--- src/rtl/ram_pkg.sv ---
// Shared types and constants for the RAM controller slice: FSM states,
// operation encoding and the storage geometry defaults.
package ram_pkg;

    // Controller FSM states.
    typedef enum logic [1:0] {
        IDLE    = 2'd0,
        WAIT    = 2'd1,
        ACK     = 2'd2,
        RELEASE = 2'd3
    } state_t;

    // Operation latched when a request is accepted.
    typedef enum logic [1:0] {
        LD_WR  = 2'd0,
        CPU_RD = 2'd1,
        CPU_WR = 2'd2
    } op_t;

    localparam int WORDS_DEFAULT = 64;
    localparam int WORD_IDX_W    = $clog2(WORDS_DEFAULT);

    // A byte address is misaligned when either of its low two bits is set.
    function automatic logic misaligned(input logic [1:0] byte_lsbs);
        return byte_lsbs != 2'b00;
    endfunction

endpackage

--- src/rtl/ram_controller_if.sv ---
// CPU, loader and status signals of the RAM controller, bundled as one bus.
// The master drives requests; the slave (the controller) drives responses.
interface ram_controller_if;
    logic [7:0]  cpu_addr;
    logic [31:0] cpu_wdata;
    logic        cpu_read_req;
    logic        cpu_write_req;
    logic [31:0] cpu_rdata;
    logic        cpu_read_ack;
    logic        cpu_write_ack;
    logic [7:0]  ld_addr;
    logic [31:0] ld_wdata;
    logic        ld_write_req;
    logic        ld_write_ack;
    logic        busy;
    logic        err;

    modport master (
        output cpu_addr, cpu_wdata, cpu_read_req, cpu_write_req,
        output ld_addr, ld_wdata, ld_write_req,
        input  cpu_rdata, cpu_read_ack, cpu_write_ack, ld_write_ack, busy, err
    );

    modport slave (
        input  cpu_addr, cpu_wdata, cpu_read_req, cpu_write_req,
        input  ld_addr, ld_wdata, ld_write_req,
        output cpu_rdata, cpu_read_ack, cpu_write_ack, ld_write_ack, busy, err
    );
endinterface

--- src/rtl/ram_array.sv ---
// Single-port synchronous word storage. No reset: contents survive a
// controller reset. The read register only updates when re_i is high so the
// last read value is held between reads.
module ram_array
    import ram_pkg::*;
#(
    parameter int WORDS = WORDS_DEFAULT,
    parameter int IDX_W = $clog2(WORDS)
) (
    input  logic             clk,
    input  logic             we_i,
    input  logic             re_i,
    input  logic [IDX_W-1:0] addr_i,
    input  logic [31:0]      wdata_i,
    output logic [31:0]      rdata_o
);

    logic [31:0] mem_q [WORDS];
    logic [31:0] rdata_q;

    // Write commit and registered read on the same port.
    always_ff @(posedge clk) begin
        if (we_i) begin
            mem_q[addr_i] <= wdata_i;
        end
        if (re_i) begin
            rdata_q <= mem_q[addr_i];
        end
    end

    assign rdata_o = rdata_q;

endmodule

--- src/rtl/ram_controller.sv ---
// Request arbiter and handshake FSM in front of ram_array.
// IDLE accepts one request (loader > CPU read > CPU write), optionally waits
// WAIT_STATES cycles, raises the matching ack for one cycle, then parks in
// RELEASE until the served request drops so it is never served twice.
// A request accepted at edge N puts the FSM in ACK after edge N+WAIT_STATES,
// so the requester samples the ack high at edge N+1+WAIT_STATES.
module ram_controller
    import ram_pkg::*;
#(
    parameter int WAIT_STATES = 1,
    parameter int WORDS       = WORDS_DEFAULT
) (
    input  logic           clk,
    input  logic           reset,
    ram_controller_if.slave bus
);

    localparam int         IDX_W     = $clog2(WORDS);
    localparam logic [2:0] WAIT_LAST = 3'(WAIT_STATES - 1);

    state_t      state_q, state_d;
    op_t         op_q, op_d;
    logic [2:0]  cnt_q, cnt_d;
    logic [7:0]  addr_q, addr_d;
    logic [31:0] wdata_q, wdata_d;
    logic        err_q, err_d;
    logic        rvalid_q;
    logic        served_req;
    logic        enter_ack;
    logic        mem_we;
    logic        mem_re;
    logic [31:0] mem_rdata;

    // Level of the request line belonging to the operation being served.
    always_comb begin
        served_req = 1'b0;
        case (op_q)
            LD_WR:   served_req = bus.ld_write_req;
            CPU_RD:  served_req = bus.cpu_read_req;
            CPU_WR:  served_req = bus.cpu_write_req;
            default: served_req = 1'b0;
        endcase
    end

    // Next-state logic: arbitration, request latching, wait counting.
    always_comb begin
        state_d = state_q;
        op_d    = op_q;
        cnt_d   = cnt_q;
        addr_d  = addr_q;
        wdata_d = wdata_q;
        err_d   = err_q;
        case (state_q)
            IDLE: begin
                if (bus.ld_write_req || bus.cpu_read_req || bus.cpu_write_req) begin
                    if (bus.ld_write_req) begin
                        op_d    = LD_WR;
                        addr_d  = bus.ld_addr;
                        wdata_d = bus.ld_wdata;
                    end else if (bus.cpu_read_req) begin
                        op_d   = CPU_RD;
                        addr_d = bus.cpu_addr;
                        // Simultaneous read and write: read wins, flag it.
                        if (bus.cpu_write_req) begin
                            err_d = 1'b1;
                        end
                    end else begin
                        op_d    = CPU_WR;
                        addr_d  = bus.cpu_addr;
                        wdata_d = bus.cpu_wdata;
                    end
                    // Misaligned access still proceeds on the word index.
                    if (misaligned(addr_d[1:0])) begin
                        err_d = 1'b1;
                    end
                    cnt_d   = 3'd0;
                    state_d = (WAIT_STATES == 0) ? ACK : WAIT;
                end
            end
            WAIT: begin
                if (cnt_q == WAIT_LAST) begin
                    cnt_d   = 3'd0;
                    state_d = ACK;
                end else begin
                    cnt_d = cnt_q + 3'd1;
                end
            end
            ACK:     state_d = RELEASE;
            RELEASE: begin
                if (!served_req) begin
                    state_d = IDLE;
                end
            end
            default: state_d = IDLE;
        endcase
    end

    // Memory access happens on the edge that enters ACK; reset suppresses it
    // so an uncommitted write is dropped.
    assign enter_ack = (state_d == ACK) && (state_q != ACK);
    assign mem_we    = enter_ack && (op_d != CPU_RD) && !reset;
    assign mem_re    = enter_ack && (op_d == CPU_RD) && !reset;

    ram_array #(
        .WORDS (WORDS),
        .IDX_W (IDX_W)
    ) u_ram_array (
        .clk     (clk),
        .we_i    (mem_we),
        .re_i    (mem_re),
        .addr_i  (addr_d[IDX_W+1:2]),
        .wdata_i (wdata_d),
        .rdata_o (mem_rdata)
    );

    // FSM and request registers with asynchronous reset.
    always_ff @(posedge clk or posedge reset) begin
        if (reset) begin
            state_q  <= IDLE;
            op_q     <= LD_WR;
            cnt_q    <= 3'd0;
            addr_q   <= 8'h00;
            wdata_q  <= 32'h0;
            err_q    <= 1'b0;
            rvalid_q <= 1'b0;
        end else begin
            state_q  <= state_d;
            op_q     <= op_d;
            cnt_q    <= cnt_d;
            addr_q   <= addr_d;
            wdata_q  <= wdata_d;
            err_q    <= err_d;
            rvalid_q <= rvalid_q | mem_re;
        end
    end

    // Read data reads as zero until the first read after reset.
    assign bus.cpu_rdata     = rvalid_q ? mem_rdata : 32'h0;
    assign bus.ld_write_ack  = (state_q == ACK) && (op_q == LD_WR);
    assign bus.cpu_read_ack  = (state_q == ACK) && (op_q == CPU_RD);
    assign bus.cpu_write_ack = (state_q == ACK) && (op_q == CPU_WR);
    assign bus.busy          = (state_q != IDLE);
    assign bus.err           = err_q;

endmodule

--- src/flat_wrapper.sv ---
// flat-port wrapper written by rule: the top's interface ports become plain ports
module ram_controller_flat import ram_pkg::*;
#(
    parameter int WAIT_STATES = 1,
    parameter int WORDS       = WORDS_DEFAULT
)
  (clk, reset, bus_cpu_addr, bus_cpu_wdata, bus_cpu_read_req, bus_cpu_write_req, bus_ld_addr, bus_ld_wdata, bus_ld_write_req, bus_cpu_rdata, bus_cpu_read_ack, bus_cpu_write_ack, bus_ld_write_ack, bus_busy, bus_err);
  ram_controller_if bus_i ();
  input  logic clk;
  input  logic reset;
  input wire logic [$bits(bus_i.cpu_addr)-1:0] bus_cpu_addr;
  input wire logic [$bits(bus_i.cpu_wdata)-1:0] bus_cpu_wdata;
  input wire logic [$bits(bus_i.cpu_read_req)-1:0] bus_cpu_read_req;
  input wire logic [$bits(bus_i.cpu_write_req)-1:0] bus_cpu_write_req;
  input wire logic [$bits(bus_i.ld_addr)-1:0] bus_ld_addr;
  input wire logic [$bits(bus_i.ld_wdata)-1:0] bus_ld_wdata;
  input wire logic [$bits(bus_i.ld_write_req)-1:0] bus_ld_write_req;
  output wire logic [$bits(bus_i.cpu_rdata)-1:0] bus_cpu_rdata;
  output wire logic [$bits(bus_i.cpu_read_ack)-1:0] bus_cpu_read_ack;
  output wire logic [$bits(bus_i.cpu_write_ack)-1:0] bus_cpu_write_ack;
  output wire logic [$bits(bus_i.ld_write_ack)-1:0] bus_ld_write_ack;
  output wire logic [$bits(bus_i.busy)-1:0] bus_busy;
  output wire logic [$bits(bus_i.err)-1:0] bus_err;
  assign bus_i.cpu_addr = bus_cpu_addr;
  assign bus_i.cpu_wdata = bus_cpu_wdata;
  assign bus_i.cpu_read_req = bus_cpu_read_req;
  assign bus_i.cpu_write_req = bus_cpu_write_req;
  assign bus_i.ld_addr = bus_ld_addr;
  assign bus_i.ld_wdata = bus_ld_wdata;
  assign bus_i.ld_write_req = bus_ld_write_req;
  assign bus_cpu_rdata = bus_i.cpu_rdata;
  assign bus_cpu_read_ack = bus_i.cpu_read_ack;
  assign bus_cpu_write_ack = bus_i.cpu_write_ack;
  assign bus_ld_write_ack = bus_i.ld_write_ack;
  assign bus_busy = bus_i.busy;
  assign bus_err = bus_i.err;
  ram_controller #(.WAIT_STATES(WAIT_STATES), .WORDS(WORDS)) u_core (.clk(clk), .reset(reset), .bus(bus_i));
endmodule
--- config.mk ---
export PLATFORM = sky130hd
export DESIGN_NAME = ram_controller_flat
export DESIGN_NICKNAME = d
export VERILOG_FILES = /design/src/rtl/ram_pkg.sv /design/src/rtl/ram_controller_if.sv /design/src/rtl/ram_array.sv /design/src/rtl/ram_controller.sv /design/src/flat_wrapper.sv
export SDC_FILE = /design/constraint.sdc
export NUM_CORES = 2
export LEC_CHECK = 0
export ABC_AREA = 1
export ABC_CLOCK_PERIOD_IN_PS = 5400
export CAP_MARGIN = 40
export CORE_ASPECT_RATIO = 1.25
export CORE_MARGIN = 2
export CORE_UTILIZATION = 40
export CTS_CLUSTER_SIZE = 16
export DETAILED_ROUTE_END_ITERATION = 12
export PLACE_DENSITY = 0.56
export SLEW_MARGIN = 20
export SYNTH_ARGS = -nofsm -noshare
export SYNTH_HDL_FRONTEND = slang
export SYNTH_SLANG_ARGS = --single-unit
--- constraint.sdc ---
create_clock -name clk -period 5.4 [get_ports clk]
set_input_delay 0.54 -clock clk [delete_from_list [all_inputs] [get_ports clk]]
set_output_delay 0.54 -clock clk [all_outputs]
set_load 0.01 [all_outputs]
==> results.cfg <==
[finish]
area_growth_syn_to_layout_pct = 15.1
fin_nets = 9182
utilization_pct = 46.4
drive_above_1_share_pct = 7.69
regArea_um2 = 63600
multiInputGateArea_um2 = 20000
fillers = 20800

[critical_path]
worst-path-stages = 15
critPathArrivalTime_ps = 4880
cp-end-kind = register
r2r-end = u_core.u_ram_array.rdata_o[31]
path_buf_inv = 3
crit_chain = nor2_8 -> nand2_2 -> nand2_8 -> nand2_8 -> nand2_8 -> buf_12 -> buf_12 -> buf_12 -> nand2_1 -> nand3_1 -> nand2_1 -> o21ai_1 -> nand2_1 -> nor2_1 -> nand2_1
max_stage_delay_ps = 530
crit_family = simple AND/OR/NAND/NOR gates
critPathLaunchType = register
r2r_start = u_core.state_q[1]
rr_worst_depth = 15
crit_fanout = 59
reg2reg_slack_ps = 1070
crit_top_cell = nand2_1
cp.required_ps = 5950
crit_type = register to register
crit_slowest_cell = o21ai_1

[floorplanning]
die_height_um = 540
fp-row-count = 196
core_area_um2 = 228000
chipWidth_um = 433
die_area_um2 = 234000
initial_utilization_pct = 40.3
ioPinCount = 122

[detailed_routing]
dr.pass1.iters = 7
drt_iter0_drc = 5572
via_per_inst = 4.93
drtAntennaViolNets = 0
vias = 60700
drc = 0
wire_per_inst_um = 21.9
totalWireLength_um = 270000

[synthesis]
postSynthAreaPerCell_um2 = 10.4
async_flop_share_pct = 2.21
ys_ff_latch = 2127
syn-cell-area_um2 = 92000
synthCells = 8871
synth_edf_count = 2080
synth_warnings = 0
synthDistinctLibCells = 37
synth_fp_nets = 8958
synth_seq_area_share_pct = 69.2
ys.flop_type = edfxtp_1

[sta]
period_share_pct = 80.2
finalHoldViolations = 0
fmax_mhz = 231
fin_crit_ps = 4330
tightest_slew_ps = 852
rsz0062_at_grt = false
tns_ps = 0
finalSetupViolCount = 0
slew_headroom_pct = 43.2
skew_ps = 94.7
maxSlewViolCount = 0

[global_route]
track_usage_pct = 22.9
grt_pass1_vias = 58400
grt_antenna_before_repair = 13
grt_max_degree = 99
grt_pass1_wl_um = 394000
grt_overflow = 0

[clocking]
clock_path_buffers = 4
cts_made_buffers = 210
holdBufCountCts = 0
cts_tree = yes
clock_latency_ps = 880
post_cts_resized = 0
root_buffer = clkbuf_16
post_cts.repair.setup_buffers = 0
clkSinkCount = 2127
cts_htree_levels = 4
clkTransAtPathRegs_ps = 60

[power_and_ir_drop]
p_switching_mw = 26.5
powerDensity_nw_per_um2 = 589
comb_power_share_pct = 42.3
max-vdd-ir-drop_mv = 0.402
power_switching_share_pct = 42.5
power.clock.fraction_pct = 23.0
p_seq_share_pct = 34.7
p_leak_nw = 45.7
intPower_mw = 35.9

[run]
cap_viol_max_count = 0

[worst_hold_path]
hold_path.class = input pin to async pin

[placed_design]
portBuffers = 121
globalplace.congestion = 0.869
hpwlAfterDp_um = 172000

[status]
status = complete, no violations
cell families (layout without fill, tap and decap cells):
family,count (synthesis),in the layout,share of synthesized area (%)
AOI/OAI and AO/OA,367,367,2.14
xor gates and xnor gates,1,1,0.00952
adders and majority gates,2,2,0.0272
buffers and inverters,2383,2762,10.2
DFF,2127,2127,69.2
other,0,3,0
and+or+nand+nor,3991,3991,18.5
layout make-up:
| type | count | area share (%) |
|---|---|---|
| clock buffers | 254 | 5.16 |
| clock inverters | 113 | 1.01 |
| multi-input cells | 4361 | 18.9 |
| well taps | 3069 | 3.63 |
| inverters | 1984 | 7.04 |
| flip-flops and latches | 2127 | 60.1 |
| repair buffers | 411 | 4.19 |
| diodes | 3 | 0.00709 |
layout by cell type (no fill, tap or decap), types with 3 or more instances in the layout:
cell / instances
nand2_2: 3
nand2_8: 4
clkinv_2: 32
o21ai_4: 35
inv_2: 9
o21ai_0: 37
buf_4: 208
clkbuf_16: 212
bufinv_16: 21
nand2_1: 2654
nand3b_1: 128
buf_12: 75
diode_2: 3
nor2_1: 72
nor3_4: 8
edfxtp_1: 2080
inv_1: 1973
nand3_4: 8
dfrtp_1: 46
nand3_1: 1031
inv_6: 4
clkdlybuf4s50_1: 121
clkbuf_1: 42
nor2_4: 69
clkinv_1: 51
nor3_1: 5
o21ai_1: 258
a22oi_1: 32
clkinvlp_4: 3
buf_16: 5
state kept, by name (all words and copies together), names as in the netlist:
signal                      cells
u_core.wdata_q                 32
u_core.u_ram_array.mem_q     2048
u_core.u_ram_array.rdata_o     32
u_core.rvalid_q                 1
u_core.bus.err                  1
u_core.cnt_q                    3
u_core.state_q                  2
u_core.op_q                     2
u_core.addr_q                   6
stage by stage:
step | power, mW | hold slack [ps] | setup slack, ps | instance area (um^2) | cells
after floorplan | 36.1 | 493 | 779 | 92000 | 8871
after CTS | 62.7 | 112 | 1090 | 106000 | 12300
after detailed placement | 48.4 | 450 | 267 | 99300 | 12000
after global routing | 65.3 | 163 | 990 | 106000 | 12300
after global placement | 48.1 | 461 | 246 | 99000 | 11900
final | 62.4 | 164 | 1070 | 106000 | 12300
synth_stat cells (2+ instances only):
master    number  area share, %
nand2_1     2655             11
nand4_1        2          0.014
clkbuf_1      83           0.34
a22oi_1       32           0.26
o21ai_0       69           0.38
inv_2          8          0.033
nand3b_1     128            1.0
ha_1           2          0.027
buf_6          2          0.024
o21ai_1      258            1.4
nand2_2        7          0.048
nand3_1     1031            5.6
nand3_4        8           0.15
o21ai_4        3          0.053
o22ai_1        2          0.014
nor2_1       138           0.56
buf_4         12          0.098
buf_1          7          0.029
edfxtp_1    2080             68
nor2_2         3          0.020
nor3_1         6          0.033
inv_1       1974            8.1
buf_2        295            1.6
dfrtp_1       47            1.3
nor3_2         7          0.076
worst max path at each step:
| stage | startpoint | end |
|---|---|---|
| 4_1_cts | u_core.state_q[1] | u_core.u_ram_array.rdata_o[31] |
| 6_report | u_core.state_q[1] | u_core.u_ram_array.rdata_o[31] |
| 3_5_place_dp | bus_ld_write_req | u_core.u_ram_array.rdata_o[21] |
| 3_3_place_gp | bus_ld_write_req | u_core.u_ram_array.rdata_o[21] |
| 2_1_floorplan | bus_ld_write_req | u_core.u_ram_array.mem_q[0][22] |
| 5_1_grt | u_core.state_q[1] | u_core.u_ram_array.rdata_o[31] |
power by group through the flow:
stage               clock network (mW)  registers (mW)  logic, mW
finish                            14.4            21.6       26.4
detailed placement                   0            22.0       26.5
floorplan                            0            22.4       13.7
global placement                     0            22.0       26.0
global route                      15.2            21.6       28.4
CTS                               14.6            21.6       26.5
worst register-to-register path: cells and delay by family (launching register included):
family | cells | cell delay (ps)
flip-flops | 1 | 470
AND/OR/NAND/NOR | 11 | 2020
buffers and inverters | 3 | 1020
AO/OA/AOI/OAI | 1 | 530
routing by layer:
layer	global-route usage (%)	share of wire, %
met1	29.4	41
met2	38.7	49
met3	2.75	5.8
met4	10.3	5.0
met5	0	0.026
Power figures use the tool's default switching activity.
